==> src/rtl/cfg_loader_if.sv <==
// cfg_loader_if: host, status and config-chain signals of the bitstream loader.
interface cfg_loader_if #(parameter int CNT_W = 11);
    logic             start;
    logic             abort;
    logic [31:0]      word_in;
    logic             word_valid;
    logic             word_ready;
    logic             cfg_in_start;
    logic             cfg_bit_in;
    logic             cfg_out_start;
    logic             busy;
    logic             done;
    logic [1:0]       err_code;
    logic [CNT_W-1:0] bits_sent;
    modport slave (
        input  start, abort, word_in, word_valid, cfg_out_start,
        output word_ready, cfg_in_start, cfg_bit_in, busy, done, err_code, bits_sent
    );
    modport master (
        output start, abort, word_in, word_valid, cfg_out_start,
        input  word_ready, cfg_in_start, cfg_bit_in, busy, done, err_code, bits_sent
    );
endinterface

==> src/rtl/cfg_loader.sv <==
// cfg_loader: serializes host words LSB-first into one config frame and waits for its return.
module cfg_loader #(
    parameter int FRAME_BITS = 1024,
    parameter int TIMEOUT    = 4096,
    parameter int CNT_W      = $clog2(FRAME_BITS + 1)
) (
    input logic         clk,
    input logic         crst,
    cfg_loader_if.slave bus
);
    localparam int TW = $clog2(TIMEOUT + 1);
    localparam logic [1:0] IDLE = 2'd0, LOAD = 2'd1, SHIFT = 2'd2, WAIT_RET = 2'd3;
    logic [1:0]       state_q, state_d;
    logic [31:0]      sr_q, sr_d;
    logic [4:0]       idx_q, idx_d;
    logic [CNT_W-1:0] bits_q, bits_d;
    logic [TW-1:0]    tcnt_q, tcnt_d;
    logic             done_q, done_d;
    logic [1:0]       err_q, err_d;
    logic             last;
    // Frame end wins over the word boundary, so a full frame never asks for another word.
    assign last = (state_q == SHIFT) && (bits_q == CNT_W'(FRAME_BITS - 1));
    assign bus.word_ready   = (state_q == LOAD) || ((state_q == SHIFT) && (idx_q == 5'd31) && !last);
    assign bus.cfg_in_start = (state_q == SHIFT) && (bits_q == '0);
    assign bus.cfg_bit_in   = (state_q == SHIFT) && sr_q[0];
    assign bus.busy         = state_q != IDLE;
    assign bus.done         = done_q;
    assign bus.err_code     = err_q;
    assign bus.bits_sent    = bits_q;
    always_comb begin
        state_d = state_q;
        sr_d    = sr_q;
        idx_d   = idx_q;
        bits_d  = bits_q;
        tcnt_d  = tcnt_q;
        done_d  = done_q;
        err_d   = err_q;
        if (bus.abort) begin
            state_d = IDLE;
        end else begin
            case (state_q)
                IDLE: if (bus.start) begin
                    state_d = LOAD;
                    done_d  = 1'b0;
                    err_d   = 2'd0;
                    bits_d  = '0;
                end
                LOAD: if (bus.word_valid) begin
                    sr_d    = bus.word_in;
                    idx_d   = 5'd0;
                    state_d = SHIFT;
                end
                SHIFT: begin
                    sr_d   = sr_q >> 1;
                    idx_d  = idx_q + 5'd1;
                    bits_d = bits_q + CNT_W'(1);
                    if (last) begin
                        state_d = WAIT_RET;
                        tcnt_d  = '0;
                    end else if (idx_q == 5'd31) begin
                        if (bus.word_valid) begin
                            sr_d  = bus.word_in;
                            idx_d = 5'd0;
                        end else begin
                            err_d   = 2'd1;
                            state_d = IDLE;
                        end
                    end
                end
                default: if (bus.cfg_out_start) begin
                    done_d  = 1'b1;
                    state_d = IDLE;
                end else if (tcnt_q == TW'(TIMEOUT - 1)) begin
                    err_d   = 2'd2;
                    state_d = IDLE;
                end else begin
                    tcnt_d = tcnt_q + TW'(1);
                end
            endcase
        end
    end
    always_ff @(posedge clk or posedge crst) begin
        if (crst) begin
            state_q <= IDLE;
            sr_q    <= '0;
            idx_q   <= '0;
            bits_q  <= '0;
            tcnt_q  <= '0;
            done_q  <= 1'b0;
            err_q   <= 2'd0;
        end else begin
            state_q <= state_d;
            sr_q    <= sr_d;
            idx_q   <= idx_d;
            bits_q  <= bits_d;
            tcnt_q  <= tcnt_d;
            done_q  <= done_d;
            err_q   <= err_d;
        end
    end
endmodule

==> src/flat_wrapper.sv <==
// flat-port wrapper written by rule: the top's interface ports become plain ports
module cfg_loader_flat 
#(
    parameter int FRAME_BITS = 1024,
    parameter int TIMEOUT    = 4096,
    parameter int CNT_W      = $clog2(FRAME_BITS + 1)
)
  (clk, crst, bus_start, bus_abort, bus_word_in, bus_word_valid, bus_cfg_out_start, bus_word_ready, bus_cfg_in_start, bus_cfg_bit_in, bus_busy, bus_done, bus_err_code, bus_bits_sent);
  cfg_loader_if #(.CNT_W(CNT_W)) bus_i ();
  input logic clk;
  input logic crst;
  input wire logic [$bits(bus_i.start)-1:0] bus_start;
  input wire logic [$bits(bus_i.abort)-1:0] bus_abort;
  input wire logic [$bits(bus_i.word_in)-1:0] bus_word_in;
  input wire logic [$bits(bus_i.word_valid)-1:0] bus_word_valid;
  input wire logic [$bits(bus_i.cfg_out_start)-1:0] bus_cfg_out_start;
  output wire logic [$bits(bus_i.word_ready)-1:0] bus_word_ready;
  output wire logic [$bits(bus_i.cfg_in_start)-1:0] bus_cfg_in_start;
  output wire logic [$bits(bus_i.cfg_bit_in)-1:0] bus_cfg_bit_in;
  output wire logic [$bits(bus_i.busy)-1:0] bus_busy;
  output wire logic [$bits(bus_i.done)-1:0] bus_done;
  output wire logic [$bits(bus_i.err_code)-1:0] bus_err_code;
  output wire logic [$bits(bus_i.bits_sent)-1:0] bus_bits_sent;
  assign bus_i.start = bus_start;
  assign bus_i.abort = bus_abort;
  assign bus_i.word_in = bus_word_in;
  assign bus_i.word_valid = bus_word_valid;
  assign bus_i.cfg_out_start = bus_cfg_out_start;
  assign bus_word_ready = bus_i.word_ready;
  assign bus_cfg_in_start = bus_i.cfg_in_start;
  assign bus_cfg_bit_in = bus_i.cfg_bit_in;
  assign bus_busy = bus_i.busy;
  assign bus_done = bus_i.done;
  assign bus_err_code = bus_i.err_code;
  assign bus_bits_sent = bus_i.bits_sent;
  cfg_loader #(.FRAME_BITS(FRAME_BITS), .TIMEOUT(TIMEOUT), .CNT_W(CNT_W)) u_core (.clk(clk), .crst(crst), .bus(bus_i));
endmodule
==> config.mk <==
export PLATFORM = sky130hd
export DESIGN_NAME = cfg_loader_flat
export DESIGN_NICKNAME = d
export VERILOG_FILES = /design/src/rtl/cfg_loader_if.sv /design/src/rtl/cfg_loader.sv /design/src/flat_wrapper.sv
export SDC_FILE = /design/constraint.sdc
export NUM_CORES = 1
export LEC_CHECK = 0
export CAP_MARGIN = 20
export CORE_MARGIN = 2
export CORE_UTILIZATION = 54
export DETAILED_ROUTE_END_ITERATION = 10
export PLACE_DENSITY = 0.84
export SLEW_MARGIN = 10
export SYNTH_ARGS = -nofsm -noshare
export SYNTH_HDL_FRONTEND = slang
export SYNTH_SLANG_ARGS = --single-unit
==> constraint.sdc <==
create_clock -name clk -period 2.8 [get_ports clk]
set_clock_uncertainty 0.1 [all_clocks]
set_input_delay 0.56 -clock clk [delete_from_list [all_inputs] [get_ports clk]]
set_output_delay 0.56 -clock clk [all_outputs]
set_load 0.05 [all_outputs]
; After elaboration in Yosys (flattened, before gate mapping)
; Cells that the tools add are included.
[op_classes]
add_sub_neg = 3
mul = 0
div = 0
magnitude_cmp = 0
n_eq_ne = 18
shift = 0
mux = 35
bitwise = 4
reduce_logical = 23
[ops]
columns = operator, n
row1 = 32-bit 2-to-1 mux, 4
row2 = 32-bit one-hot mux with 2 select lines, 1
row3 = 13-bit 2-to-1 mux, 3
row4 = 2-bit 2-to-1 mux, 14
row5 = 13-bit one-hot mux with 2 select lines, 1
row6 = 11-bit one-hot mux with 2 select lines, 1
row7 = 5-bit 2-to-1 mux, 4
row8 = "13-bit by 1-bit adder with 13-bit output, second input constant", 1
row9 = "13-bit by 12-bit equality test with 1-bit output, second input constant", 1
row10 = 2-bit one-hot mux with 3 select lines, 2
row11 = "11-bit by 1-bit adder with 11-bit output, second input constant", 1
row12 = "11-bit by 10-bit equality test with 1-bit output, second input constant", 1
row13 = 11-bit logical NOT, 1
row14 = 11-bit 2-to-1 mux, 1
row15 = "2-bit != test, second input constant", 5
row16 = 5-bit one-hot mux with 2 select lines, 1
row17 = 5-bit AND reduction, 2
row18 = "4-bit by 3-bit != test with 1-bit output, second input constant", 2
row19 = 8-bit AND reduction, 1
row20 = 2-bit nonzero test, 4
row21 = "2-bit by 1-bit != test with 1-bit output, second input constant", 3
row22 = "3-bit != test, second input constant", 2
row23 = 3-bit AND reduction, 2
row24 = 6-bit nonzero test, 1
row25 = 15 further kinds, 24
[totals]
regBits = 66
latchBits = 0
ram_bits = 0
rom_bits = 0
mem_count = 0

; Longest topological paths before layout
; Gate-level depths: netlist (run 1).
[logic_depth]
depth_word = 5
mapped_depth = 9
depth_no_buf = 7

; Worst setup path before layout (run 1)
; OpenSTA, ideal clock, no wires.
[synth_timing]
path_kind = register to output
startpoint = register u_core.state_q[0]
endpoint = output port bus_cfg_in_start
t_arrival_ns = 2.714
t_required_ns = 2.140
path_slack_ns = -0.574
stages_incl_launch_ff = 9
cell_sequence = dfrtp_1 -> inv_1 -> ha_1 -> buf_6 -> inv_1 -> clkbuf_1 -> nor2_1 -> nand4b_1 -> nor4_1
[synth_between]
elab_chain_cells = 2
[synth_rtl]
columns = element, line_no
row1 = start: declaration, cfg_loader.sv:13  ; logic [1:0] state_q, state_d;
row2 = start signal: assignment, cfg_loader.sv:92  ; state_q <= state_d;
row3 = 2-bit equality test, cfg_loader.sv:24  ; assign bus.cfg_in_start = (state_q == SHIFT) && (bits_q == '0);
row4 = 1-bit logical AND, cfg_loader.sv:24
row5 = end: declaration, flat_wrapper.sv:18  ; output wire logic [$bits(bus_i.cfg_in_start)-1:0] bus_cfg_in_start;
; No other way between the ends.

; Worst setup path after layout (run 1)
; Same ends and word-level chain as after synthesis.

==> impl_results.md, run 1 <==
- Status: finished, final reports clean
- Crit Path Max Fanout: 4
- Synth Area in XOR/XNOR: 2.25%
- Total routed wirelength: 8110 microns
- Seq/Total Area, Yosys: 47.2%
- Actual slew at the worst max-slew pin: 0.652 ns
- Pwr per Cell Area: 942 nW/um^2
- Final hold violation count: 0
- Post-DP HPWL: 5590 microns
- Vias: 3149
- Synth warn: 0
- Area share of fa/ha/maj cells after synthesis: 3.22%
- Maximum vdd drop: 0.799 mV
- Die width: 84.5 microns
- Hold Crit Endpoint: u_core.sr_q[31]$_DFFE_PP0P_
- Leakage: 1.93 nW
- Worst Path Required: 2.14 ns
- Share of layout cells above drive strength 1: 10.8%
- WS Path Type: flop to output port
- CTS Sinks: 66
- Initial Utilization: 55.4%
- Fin. max-slew vios: 0
- I/O Buffers: 55
- Hold WC Path Type: flop to flop
- Die area: 7140 sq um
- CTS clk-pin slew, worst paths: 0.07 ns
- H-tree depth: 3
- CTS Buf Count: 9
- Simple-gate share of the synthesized area: 23.1%
- CTS tree: built
- Initial DRC count: 210
- Setup TNS: 0 ns
- Mux cell area share after synthesis: 1.18%
- Maxcap violations: 0
- Synth Area per Inst: 8.72 sq um
- Hold Crit Depth: 2
- Startpoint types: flop
- Mapped cell area: 3500 sq um
- Num ports: 56
- DRC violations left: 0
- Grt ovf: 0
- Max-slew headroom: 56.1%
- Largest net degree at the start of global routing: 37
- Worst r2r path cells: 7
- Fin util: 70.7%
- DP Area: 4240 sq um
- Post-Syn Instances: 401
- Drt first pass iters: 4
- Fin crit period: 2.71 ns
- GPL Wtd Cong: 0.816
- Final worst path period share: 96.9%
- Clk buf depth: 2
- Finished Cell Area: 4470 sq um
- WP data arrival: 2.05 ns
- Gr usage total: 24.1%
- Nets: 506
- Vias in the first global route: 3000
- Main synth FF type: dfrtp_1
- Antenna violations before repair: 0
- Reg2reg start: u_core.state_q[0]$_DFFE_PP0P_
- First-pass GRT wire length: 14000 microns
- Root buffer cell: clkbuf_8
- Area growth from synthesis to final layout: 27.7%
- Hold path start: u_core.sr_q[31]$_DFFE_PP0P_
- Commonest non-fill, non-tap cells in the layout: a21oi_1 (70), dfrtp_1 (66), nand2_1 (58), clkdlybuf4s50_1 (51), nor2_1 (50)
- Largest family of logic cells by synthesized area: simple AND/OR/NAND/NOR gates
- Fin Hold WS: 0.390 ns
- Share of synthesized registers carrying an async set or reset: 100%
- WL/cell: 15.0 microns
- Die Y: 84.5 microns
- Library cells used by synthesis: 52
- Worst-Skew Late Latency: 0.35 ns
- R2r setup slk: 0.22 ns
- Number of synthesized register bits: 66
- Number of synthesized flops with an enable pin: 0
- Syn nets: 448
- Most common cell after layout, fill and taps aside: a21oi_1
- Core area: 6310 sq um
- RR Endpoint: u_core.tcnt_q[6]$_DFFE_PP0P_
- CTS Hold Buffers Added: 0
- Final setup viols: 0
- Compound-Gate Fraction of Synth Area: 18.8%
- Fillers: 523
- Antenna Cells: 0
- Fmax: 369 MHz
- Routed Antenna Nets: 0
- Critical Path End Type: output port
- Via/cell ratio: 5.82
- Row count: 29
[cell type report]
cell class / instances / area, sq um / share of cell area (%)
Tap cell: 77 / 96.3 / 2.16
Sequential cell: 66 / 1650 / 37.0
Timing Repair Buffer: 70 / 746 / 16.7
Inverter: 10 / 37.5 / 0.840
Multi-Input combinational cell: 302 / 1720 / 38.5
Clock inverter: 4 / 48.8 / 1.09
Clock buffer: 12 / 165 / 3.70
[metal layers]
| layer | GRT usage [%] | wire length [microns] | vias up |
|---|---|---|---|
| li1 | - | - | 1536 |
| met1 | 32.7 | 3590 | 1507 |
| met2 | 38.3 | 4030 | 93 |
| met3 | 4.62 | 357 | 13 |
| met4 | 9.96 | 143 | 0 |
| met5 | 0 | 0 | - |
[kinds of logic after synthesis]
logic type	after synthesis
simple gates	166
compound gates	114
fa+ha+maj	9
flops	66
buf+inv	33
mux	4
xor+xnor	9
[power breakdown]
group          switching, mW  internal (mW)
logic                   1.11          0.738
registers              0.232           1.28
clock network          0.369          0.482
[worst max-delay path: stages (launching register included)]
cell      delay, ns
dfrtp_1        0.42
inv_1          0.12
ha_1           0.20
inv_1          0.07
nor2_1         0.23
nand4b_1       0.17
nor4_2         0.31
buf_12         0.19
[cells in the mapped netlist (2+ instances only)]
master / number / area, sq um
ha_1: 9 / 113
nand2b_1: 2 / 12.5
nor4_1: 5 / 31.3
nor3_1: 6 / 30.0
nor2_1: 50 / 188
o21ai_1: 2 / 10.0
xnor2_1: 8 / 70.1
nand3_1: 13 / 65.1
nor2b_1: 2 / 12.5
nand4_1: 7 / 43.8
mux2i_1: 3 / 30.0
nor4_2: 7 / 87.6
nand2_1: 58 / 218
a31oi_1: 4 / 25.0
a21o_1: 3 / 22.5
o31ai_1: 2 / 15.0
and3_1: 2 / 12.5
dfrtp_1: 66 / 1650
buf_2: 5 / 25.0
inv_1: 10 / 37.5
a22o_1: 3 / 26.3
buf_6: 2 / 22.5
o21ai_0: 15 / 75.1
and2_1: 3 / 18.8
nand4b_1: 2 / 17.5
and4_1: 3 / 26.3
clkbuf_1: 15 / 56.3
a21oi_1: 70 / 350
[worst max-delay path by stage]
stage / slack (ns) / depth (start not counted) / end / startpoint
6_report: 0.09 / 7 / bus_cfg_in_start / u_core.state_q[0]$_DFFE_PP0P_
3_3_place_gp: 0.07 / 6 / u_core.tcnt_q[9]$_DFFE_PP0P_ / bus_abort
2_1_floorplan: -0.01 / 8 / bus_cfg_in_start / u_core.state_q[0]$_DFFE_PP0P_
3_5_place_dp: -0.004 / 6 / u_core.tcnt_q[6]$_DFFE_PP0P_ / bus_abort
5_1_grt: -0.02 / 7 / bus_cfg_in_start / u_core.state_q[0]$_DFFE_PP0P_
4_1_cts: 0.001 / 6 / bus_word_ready / u_core.bus.bits_sent[0]$_DFFE_PP0P_
[repair_timing]
item | 4_1_cts | 5_1_grt
setup endpoints to repair | 0 | 4
gates resized for setup | 0 | 2
buffers inserted | 0 | 1
[sequential cells by signal, summed over array words and instances (netlist names)]
signal	cells
u_core.bus.bits_sent	11
u_core.idx_q	5
u_core.bus.done	1
u_core.state_q	2
u_core.sr_q	32
u_core.bus.err_code	2
u_core.tcnt_q	13
[stage by stage]
stage / cells / total power, mW / setup slack, ns
floorplan: 401 / 2.77 / -0.0101
global placement: 524 / 3.29 / 0.0650
detailed placement: 524 / 3.37 / -0.00426
CTS: 540 / 4.23 / 0.00148
global route: 541 / 4.51 / -0.0179
finish: 541 / 4.21 / 0.0872
Power figures use the tool's default switching activity.
==> run 2: changes to the inputs <==
--- a/config.mk
+++ b/config.mk
@@ -5,11 +5,12 @@
 export SDC_FILE = /design/constraint.sdc
 export NUM_CORES = 1
 export LEC_CHECK = 0
-export CAP_MARGIN = 20
 export CORE_MARGIN = 2
 export CORE_UTILIZATION = 54
 export DETAILED_ROUTE_END_ITERATION = 10
+export HOLD_SLACK_MARGIN = 0.06
 export PLACE_DENSITY = 0.84
+export SKIP_LAST_GASP = 1
 export SLEW_MARGIN = 10
 export SYNTH_ARGS = -nofsm -noshare
 export SYNTH_HDL_FRONTEND = slang
==> results of run 2 <==
Same layout as run 1: the final DEF is identical, and so are final timing and power.
